### config.mk
export PLATFORM = sky130hd
export DESIGN_NAME = tmds_decoder_flat
export DESIGN_NICKNAME = d
export VERILOG_FILES = /design/src/rtl/tmds_decoder_if.sv /design/src/rtl/tmds_decoder.sv /design/src/flat_wrapper.sv
export SDC_FILE = /design/constraint.sdc
export NUM_CORES = 1
export LEC_CHECK = 0
export ABC_AREA = 1
export CORE_AREA = 2 2 74 76
export CTS_BUF_LIST = sky130_fd_sc_hd__clkbuf_16
export DETAILED_ROUTE_END_ITERATION = 8
export DIE_AREA = 0 0 76 78
export PLACE_DENSITY = 0.74
export SYNTH_ARGS = -nofsm -noshare
export SYNTH_HDL_FRONTEND = slang
export SYNTH_SLANG_ARGS = --single-unit
### constraint.sdc
create_clock -name clk_in -period 1.9 [get_ports clk_in]
set_input_delay 0.285 -clock clk_in [delete_from_list [all_inputs] [get_ports clk_in]]
set_output_delay 0.285 -clock clk_in [all_outputs]
set_load 0.01 [all_outputs]
### src/rtl/tmds_decoder_if.sv
// TMDS decoder channel bus: symbol in from the deserializer, decoded fields
// and alignment status out. The stats counters exist only when
// TMDS_DECODER_STATS_EN is defined.
interface tmds_decoder_if;
  logic [9:0]  tmds_in;
  logic [7:0]  data_out;
  logic [1:0]  control_out;
  logic        ve_out;
  logic        valid_out;
  logic        locked_out;
  logic        bitslip_out;
`ifdef TMDS_DECODER_STATS_EN
  logic [15:0] slip_count_out;
  logic [15:0] loss_count_out;
`endif

  // source side (deserializer / test driver)
  modport master (
    output tmds_in,
    input  data_out, control_out, ve_out, valid_out, locked_out, bitslip_out
`ifdef TMDS_DECODER_STATS_EN
    , input slip_count_out, loss_count_out
`endif
  );

  // decoder side
  modport slave (
    input  tmds_in,
    output data_out, control_out, ve_out, valid_out, locked_out, bitslip_out
`ifdef TMDS_DECODER_STATS_EN
    , output slip_count_out, loss_count_out
`endif
  );
endinterface

### src/rtl/tmds_decoder.sv
// TMDS channel decoder: word alignment on control-token runs (bitslip
// requests to the deserializer), data symbol decode and control token decode.
// Two-stage pipeline, tmds_in to outputs. Optional slip/loss counters are
// built when TMDS_DECODER_STATS_EN is defined.
module tmds_decoder #(
  parameter int LOCK_COUNT = 64,
  parameter int WINDOW     = 4096,
  parameter int SLIP_WAIT  = 8
) (
  input logic          clk_in,
  input logic          rst_in,
  tmds_decoder_if.slave bus
);
  localparam int RW = $clog2(LOCK_COUNT) + 1;
  localparam int WW = $clog2(WINDOW) + 1;
  localparam int SW = $clog2(SLIP_WAIT) + 1;
  localparam logic [RW-1:0] RUN_MAX  = RW'(LOCK_COUNT);
  localparam logic [WW-1:0] WIN_MAX  = WW'(WINDOW - 1);
  localparam logic [SW-1:0] SLIP_MAX = SW'(SLIP_WAIT);

  typedef enum logic [1:0] {SEARCH, SLIP, LOCKED} state_t;

  state_t        state;
  logic [RW-1:0] run;
  logic [WW-1:0] win;
  logic [SW-1:0] slip_cnt;

  logic [9:0] s1_tmds;
  logic       s1_tok;
  logic [1:0] s1_ctl;

  logic       tok_in;
  logic [1:0] ctl_in;
  logic [7:0] d, dec;
  logic [RW-1:0] run_nxt;
  logic       lock_hit, win_exp, valid_nxt;

  logic [7:0] data_q;
  logic [1:0] ctl_q;
  logic       ve_q, valid_q, locked_q, bitslip_q;

  // control token match on the raw input, registered alongside it
  always_comb begin
    tok_in = 1'b1;
    ctl_in = 2'b00;
    case (bus.tmds_in)
      10'b1101010100: ctl_in = 2'b00;
      10'b0010101011: ctl_in = 2'b01;
      10'b0101010100: ctl_in = 2'b10;
      10'b1010101011: ctl_in = 2'b11;
      default:        tok_in = 1'b0;
    endcase
  end

  // data decode of the stage-1 symbol: undo optional inversion, then XOR/XNOR chain
  always_comb begin
    d      = s1_tmds[9] ? ~s1_tmds[7:0] : s1_tmds[7:0];
    dec    = 8'h00;
    dec[0] = d[0];
    for (int i = 1; i < 8; i++)
      dec[i] = s1_tmds[8] ? (d[i] ^ d[i-1]) : ~(d[i] ^ d[i-1]);
  end

  // next run length and next validity; outputs use valid_nxt so the lock
  // edge flags exactly the LOCK_COUNT-th token and nothing older
  always_comb begin
    if (state == SLIP || !s1_tok) run_nxt = '0;
    else if (run == RUN_MAX)      run_nxt = RUN_MAX;
    else                          run_nxt = run + RW'(1);
    lock_hit  = (state == SEARCH) && (run_nxt == RUN_MAX);
    win_exp   = (win == WIN_MAX);
    valid_nxt = lock_hit || (state == LOCKED && (run == RUN_MAX || !win_exp));
  end

`ifdef TMDS_DECODER_STATS_EN
  logic [15:0] slips, losses;
`endif

  // pipeline registers, alignment FSM and registered outputs
  always_ff @(posedge clk_in) begin
    if (rst_in) begin
      state     <= SEARCH;
      run       <= '0;
      win       <= '0;
      slip_cnt  <= '0;
      s1_tmds   <= '0;
      s1_tok    <= 1'b0;
      s1_ctl    <= 2'b00;
      data_q    <= '0;
      ctl_q     <= '0;
      ve_q      <= 1'b0;
      valid_q   <= 1'b0;
      locked_q  <= 1'b0;
      bitslip_q <= 1'b0;
`ifdef TMDS_DECODER_STATS_EN
      slips     <= '0;
      losses    <= '0;
`endif
    end else begin
      s1_tmds   <= bus.tmds_in;
      s1_tok    <= tok_in;
      s1_ctl    <= ctl_in;
      run       <= run_nxt;
      bitslip_q <= 1'b0;
      valid_q   <= valid_nxt;
      locked_q  <= valid_nxt;
      if (!valid_nxt) begin
        data_q <= '0; ctl_q <= '0; ve_q <= 1'b0;
      end else if (s1_tok) begin
        data_q <= '0; ctl_q <= s1_ctl; ve_q <= 1'b0;
      end else begin
        data_q <= dec; ctl_q <= '0; ve_q <= 1'b1;
      end
      case (state)
        SEARCH: begin
          if (lock_hit) begin
            state <= LOCKED;
            win   <= '0;
          end else if (win_exp) begin
            state     <= SLIP;
            bitslip_q <= 1'b1;
            slip_cnt  <= '0;
            win       <= '0;
`ifdef TMDS_DECODER_STATS_EN
            if (slips != 16'hFFFF) slips <= slips + 16'd1;
`endif
          end else begin
            win <= win + WW'(1);
          end
        end
        SLIP: begin
          // first SLIP cycle carries the pulse, then SLIP_WAIT settle cycles
          if (slip_cnt == SLIP_MAX) begin
            state <= SEARCH;
            win   <= '0;
          end else begin
            slip_cnt <= slip_cnt + SW'(1);
          end
        end
        LOCKED: begin
          if (run == RUN_MAX) begin
            win <= '0;
          end else if (win_exp) begin
            state <= SEARCH;
            win   <= '0;
            run   <= '0;
`ifdef TMDS_DECODER_STATS_EN
            if (losses != 16'hFFFF) losses <= losses + 16'd1;
`endif
          end else begin
            win <= win + WW'(1);
          end
        end
        default: state <= SEARCH;
      endcase
    end
  end

  assign bus.data_out    = data_q;
  assign bus.control_out = ctl_q;
  assign bus.ve_out      = ve_q;
  assign bus.valid_out   = valid_q;
  assign bus.locked_out  = locked_q;
  assign bus.bitslip_out = bitslip_q;
`ifdef TMDS_DECODER_STATS_EN
  assign bus.slip_count_out = slips;
  assign bus.loss_count_out = losses;
`endif
endmodule

### src/flat_wrapper.sv
// flat-port wrapper written by rule: the top's interface ports become plain ports
module tmds_decoder_flat 
#(
  parameter int LOCK_COUNT = 64,
  parameter int WINDOW     = 4096,
  parameter int SLIP_WAIT  = 8
)
  (clk_in, rst_in, bus_tmds_in, bus_data_out, bus_control_out, bus_ve_out, bus_valid_out, bus_locked_out, bus_bitslip_out);
  tmds_decoder_if bus_i ();
  input logic clk_in;
  input logic rst_in;
  input wire logic [$bits(bus_i.tmds_in)-1:0] bus_tmds_in;
  output wire logic [$bits(bus_i.data_out)-1:0] bus_data_out;
  output wire logic [$bits(bus_i.control_out)-1:0] bus_control_out;
  output wire logic [$bits(bus_i.ve_out)-1:0] bus_ve_out;
  output wire logic [$bits(bus_i.valid_out)-1:0] bus_valid_out;
  output wire logic [$bits(bus_i.locked_out)-1:0] bus_locked_out;
  output wire logic [$bits(bus_i.bitslip_out)-1:0] bus_bitslip_out;
  assign bus_i.tmds_in = bus_tmds_in;
  assign bus_data_out = bus_i.data_out;
  assign bus_control_out = bus_i.control_out;
  assign bus_ve_out = bus_i.ve_out;
  assign bus_valid_out = bus_i.valid_out;
  assign bus_locked_out = bus_i.locked_out;
  assign bus_bitslip_out = bus_i.bitslip_out;
  tmds_decoder #(.LOCK_COUNT(LOCK_COUNT), .WINDOW(WINDOW), .SLIP_WAIT(SLIP_WAIT)) u_core (.clk_in(clk_in), .rst_in(rst_in), .bus(bus_i));
endmodule
Word level (Yosys, flattened, before mapping)
Cells that the tools add are included.
- register bits after elaboration: 52
- logic and storage cells: 100
- add/sub/neg operators: 3
- equal/unequal tests: 17
- muxes and demuxes: 32
- bitwise operators: 18
- reduce and logical (&&, ||, !) cells: 18
- operator list (kind ; count):
    13-bit two-way mux ; 4
    13-bit case mux with 3 select lines ; 1
    7-bit two-way mux ; 5
    10-bit == test (second input constant) ; 2
    7-bit == test (second input constant) ; 2
    13-bit by 1-bit adder with 13-bit output (second input constant) ; 1
    13-bit by 12-bit == test with 1-bit output (second input constant) ; 1
    4-bit two-way mux ; 3
    2-bit case mux with 3 select lines ; 2
    10-bit by 8-bit == test with 1-bit output (second input constant) ; 1
    10-bit by 9-bit == test with 1-bit output (second input constant) ; 1
    1-bit two-way mux ; 10
    2-bit two-way mux ; 5
    1-bit NOT ; 10
    3-bit OR reduction ; 3
    8-bit two-way mux ; 1
    2-bit != test (second input constant) ; 4
    8-bit NOT ; 1
    4-bit case mux with 2 select lines ; 1
    4-bit AND reduction ; 2
    7-bit by 1-bit adder with 7-bit output (second input constant) ; 1
    1-bit XOR ; 7
    4-bit by 1-bit adder with 4-bit output (second input constant) ; 1
    4-bit == test (second input constant) ; 1
    13 further kinds ; 18

Logic depth before layout (Yosys ltp)
- depth in word-level cells: 8
- depth in mapped cells: 14

Least setup slack after synthesis
Ideal clock, no wire load.
- path kind: reg2reg
- start: register u_core.state[1]
- end: register u_core.win[5]
- library setup time: 0.132 ns
- data arrival time: 1.651 ns
- setup slack: 0.116 ns
- cell stages (with the launch flop): 10
- buffers on the path: 1
- period minus slack after synthesis: 1.784 ns
- cell sequence: dfxtp_1 -> inv_1 -> ha_1 -> nor2_1 -> nand2_1 -> nor2_4 -> nand4_1 -> buf_4 -> nand4_1 -> a21oi_1
- cells in the longest elaborated chain, start to end: 7
- elaborated cells on any way between the ends: 12
- those cells by class: eq/ne (4); mux (3); reduce/logical (5)
- ends and longest elaborated chain (element ; line ; text):
    start, declared ; tmds_decoder.sv:23 ; state_t state;
    start signal, assigned ; tmds_decoder.sv:82 ; state <= SEARCH;
    start signal, assigned ; tmds_decoder.sv:117 ; state <= LOCKED;
    start signal, assigned ; tmds_decoder.sv:120 ; state <= SLIP;
    2-bit by 1-bit == test with 1-bit output ; tmds_decoder.sv:67, tmds_decoder.sv:114 ;
    1-bit logical OR ; tmds_decoder.sv:67 ; if (state == SLIP || !s1_tok) run_nxt = '0;
    7-bit two-way mux ; tmds_decoder.sv:67 ;
    7-bit == test ; tmds_decoder.sv:70 ; lock_hit = (state == SEARCH) && (run_nxt == RUN_MAX);
    1-bit logical AND ; tmds_decoder.sv:70 ;
    13-bit two-way mux ; tmds_decoder.sv:116 ; if (lock_hit) begin
    13-bit case mux with 3 select lines ; tmds_decoder.sv:114 ; case (state)
    end signal, assigned ; tmds_decoder.sv:128 ; win <= win + WW'(1);
    end signal, assigned ; tmds_decoder.sv:151 ; win <= win + WW'(1);
    end, declared ; tmds_decoder.sv:25 ; logic [WW-1:0] win;
Parallel ways exist; a longest one is shown, timed or not.
A chain may end at the register's enable or synchronous reset.

Worst setup path after layout
- start: register u_core.run[0]
- end: register u_core.win[12]
- cells in the longest elaborated chain, start to end: 7
- elaborated cells on any way between the ends: 9
- those cells by class: add/sub (1); eq/ne (2); mux (5); reduce/logical (1)
- ends and longest elaborated chain (element ; line ; text):
    start, declared ; tmds_decoder.sv:24 ; logic [RW-1:0] run;
    start signal, assigned ; tmds_decoder.sv:103 ; run <= run_nxt;
    7-bit by 1-bit adder with 7-bit output or 7-bit == test (tied branches) ; tmds_decoder.sv:69, tmds_decoder.sv:68, tmds_decoder.sv:141 ;
    7-bit two-way mux ; tmds_decoder.sv:68 ; else if (run == RUN_MAX) run_nxt = RUN_MAX;
    7-bit two-way mux ; tmds_decoder.sv:67 ;
    7-bit == test ; tmds_decoder.sv:70 ;
    1-bit logical AND ; tmds_decoder.sv:70 ;
    13-bit two-way mux ; tmds_decoder.sv:116 ;
    13-bit case mux with 3 select lines * ; tmds_decoder.sv:114 ;
Every way passes the cells marked *; elsewhere a longest branch is shown, timed or not.

==> impl_metrics.ini <==
[run_status]
status = finished, final reports clean

[drt]
vias = 2224
drt_iter0_drc = 130
drt-total-wl_um = 5480
wl_per_cell_um = 12.3
antenna_left = 0
drc = 0
dr.pass1.iters = 4
viasPerCell = 5.01

[layout]
final_area_um2 = 3270
fin_nets = 393
syn2layout_area_growth_pct = 29.5
drive_gt1_share_pct = 19.8
nFillCells = 427
num_antenna_cells = 0
utilization_pct = 64.8
seq_area_um2 = 1050
multi_input_area_um2 = 1370

[floorplan]
initial_core_util_pct = 50.0
die_h_um = 78
row_count = 26
die-area_um2 = 5930
core_um2 = 5040
fp.dieW_um = 76
ioPinCount = 26

[timing]
slew_viol_final = 0
layout_setup_ws_ns = 0.0150
hold_viol = 0
fin_crit_sh_pct = 99.2
period_needed_ns = 1.88
relSlewSlack_pct = 67.5
finalClockSkew_ns = 0.00334
rsz0062_at_grt = yes
setup-violations-final = 0
timing.hold.ws_ns = 0.413
fmax_mhz = 531
tightest_slew_ns = 0.485

[global_routing]
grt_pass1_wl_um = 9010
grt_max_degree = 29
track_usage_pct = 18.6
antenna_found_initial = 0
first_global_vias = 2076
grt-ovfl-total = 0

[synth]
synth_top_area_cell = dfxtp_1
ys_ff_latch = 52
synth_top_area_share_pct = 41.3
syn_area_um2 = 2520
ys.flop_type = dfxtp_1
synth_area_leaders = dfxtp_1, nand2_1, inv_1
yosysWarnings = 0
synth_fp_nets = 349
ys_seq_area_share_pct = 41.3
postSynthAreaPerCell_um2 = 7.67
ys_types = 34
synth-edff-count = 0
netlist_instances = 329
yosysMostFrequentCell = dfxtp_1
synthTopCellsByCount = dfxtp_1, nand2_1, inv_1
synthArstFlopShare_pct = 0

[clocking]
cts_tree = done
clock_path_buffers = 2
ctsHtreeMaxLevel = 2
cts_buffers = 5
clockRootBuffer = clkbuf_16
clk_latency_ns = 0.29
clkTransAtPathRegs_ns = 0.07
cts.sinks = 52

[place]
io_buffers = 25
dp_slack_ns = 0.00482
dp_hpwl_um = 3850
dpl_cell_area_um2 = 2960
gp_congestion = 0.881

[critical_path]
crit_fanout = 7
endpoint_kind = flip-flop
arrival_ns = 2.06
critPathKind = flip-flop to flip-flop
cp.required_ns = 2.08
cp-start-kind = flip-flop

[power_and_ir_drop]
leakage_nw = 1.30
ir_worst_vdd_mv = 0.753
p_per_area_nw_per_um2 = 955

[run]
maxCapViolCount = 0

[worst_hold_path]
hp-class = flip-flop to flip-flop
cell families (layout without fill, tap and decap cells):
kind of cell | after synthesis | in the layout | share of synthesized area, %
XOR/XNOR | 19 | 19 | 6.60
buffers and inverters | 52 | 97 | 8.08
AND/OR/NAND/NOR | 159 | 159 | 30.6
flip-flops | 52 | 52 | 41.3
AO/OA/AOI/OAI | 39 | 39 | 9.47
adder cells (fa/ha/maj) | 8 | 8 | 3.97
routing by layer:
| metal | track usage, % | vias to the layer above | wire (µm) |
|---|---|---|---|
| met5 | 0 | - | 0 |
| met4 | 7.27 | 0 | 85 |
| met3 | 3.26 | 8 | 164 |
| met2 | 30.7 | 37 | 2660 |
| met1 | 24.4 | 1016 | 2570 |
| li1 | - | 1163 | - |
cell type report:
cell class	instances	area share, %
multi-input combinational	225	42.0
inverter	45	5.17
clock buffer	5	3.83
timing repair buffer	44	13.4
clock inverter	3	0.613
sequential	52	32.2
tap	70	2.68
cell usage in the layout, fill, tap and decap left out, types with 2 or more instances in the layout:
cell and n:
dfxtp_2 4, nor3_1 6, nor2_1 40, xnor2_1 3, inv_1 43, nand3_2 3
a31oi_1 2, a21oi_2 6, nand3b_1 2, ha_1 6, a21oi_1 18, nor4_1 3
nor2_2 6, nand3_4 3, dfxtp_1 46, ha_4 2, o21ai_1 2, inv_2 3
nor2_4 3, a21oi_4 2, o21ai_0 6, nand2_1 48, clkdlybuf4s50_1 25, nor3_2 2
clkbuf_16 6, xor2_1 16, or2_2 4, nand3_1 13, nand4_1 19, dfxtp_4 2
buf_12 2, nand2_2 5, buf_4 15
critical path, stage by stage (launching register included):
cell and delay [ns]:
dfxtp_4 0.37, inv_2 0.08, ha_1 0.14, nand2_1 0.06, inv_1 0.10, nand3_4 0.11
nand3_2 0.10, nand2_2 0.07, nor2_4 0.15, nand4_1 0.12, buf_6 0.15, buf_12 0.13
a21oi_4 0.13, nor3_2 0.05
power breakdown:
part,leakage (nW),internal [W],switching (W)
Sequential,0.427,0.00118,0.0000688
Clock,0.0712,0.000486,0.000392
Combinational,0.802,0.000377,0.000615
flip-flops by register name, summed over array words and instances (netlist names):
name,cells
u_core.bus.bitslip_out,1
u_core.bus.control_out,2
u_core.win,13
u_core.s1_ctl,2
u_core.s1_tmds,10
u_core.slip_cnt,4
u_core.bus.data_out,8
u_core.run,7
u_core.bus.valid_out,1
u_core.s1_tok,1
u_core.bus.ve_out,1
u_core.state,2
stage by stage:
stage               power [W]  TNS, ns  std cells
floorplan             0.00188        0        329
global placement      0.00216        0        431
detailed placement    0.00219        0        431
CTS                   0.00307        0        439
global route          0.00330   -0.943        444
finish                0.00312        0        444
timing repair:
item,4_1_cts,5_1_grt
gates cloned,0,1
setup endpoints to repair,1,30
resized for setup,1,29
pin swaps,0,10
buffers inserted,0,4
hold buffers,0,0
path summary, 6_finish.rpt:
check,start,end,slack [ns],depth (start not counted)
max,u_core.run[0],u_core.win[12],0.02,13
min,u_core.s1_ctl[0],u_core.bus.control_out[0],0.41,2
max reg2reg,u_core.run[0],u_core.win[12],0.02,13
min reg2reg,u_core.s1_ctl[0],u_core.bus.control_out[0],0.41,2
Power figures use the tool's default switching activity.
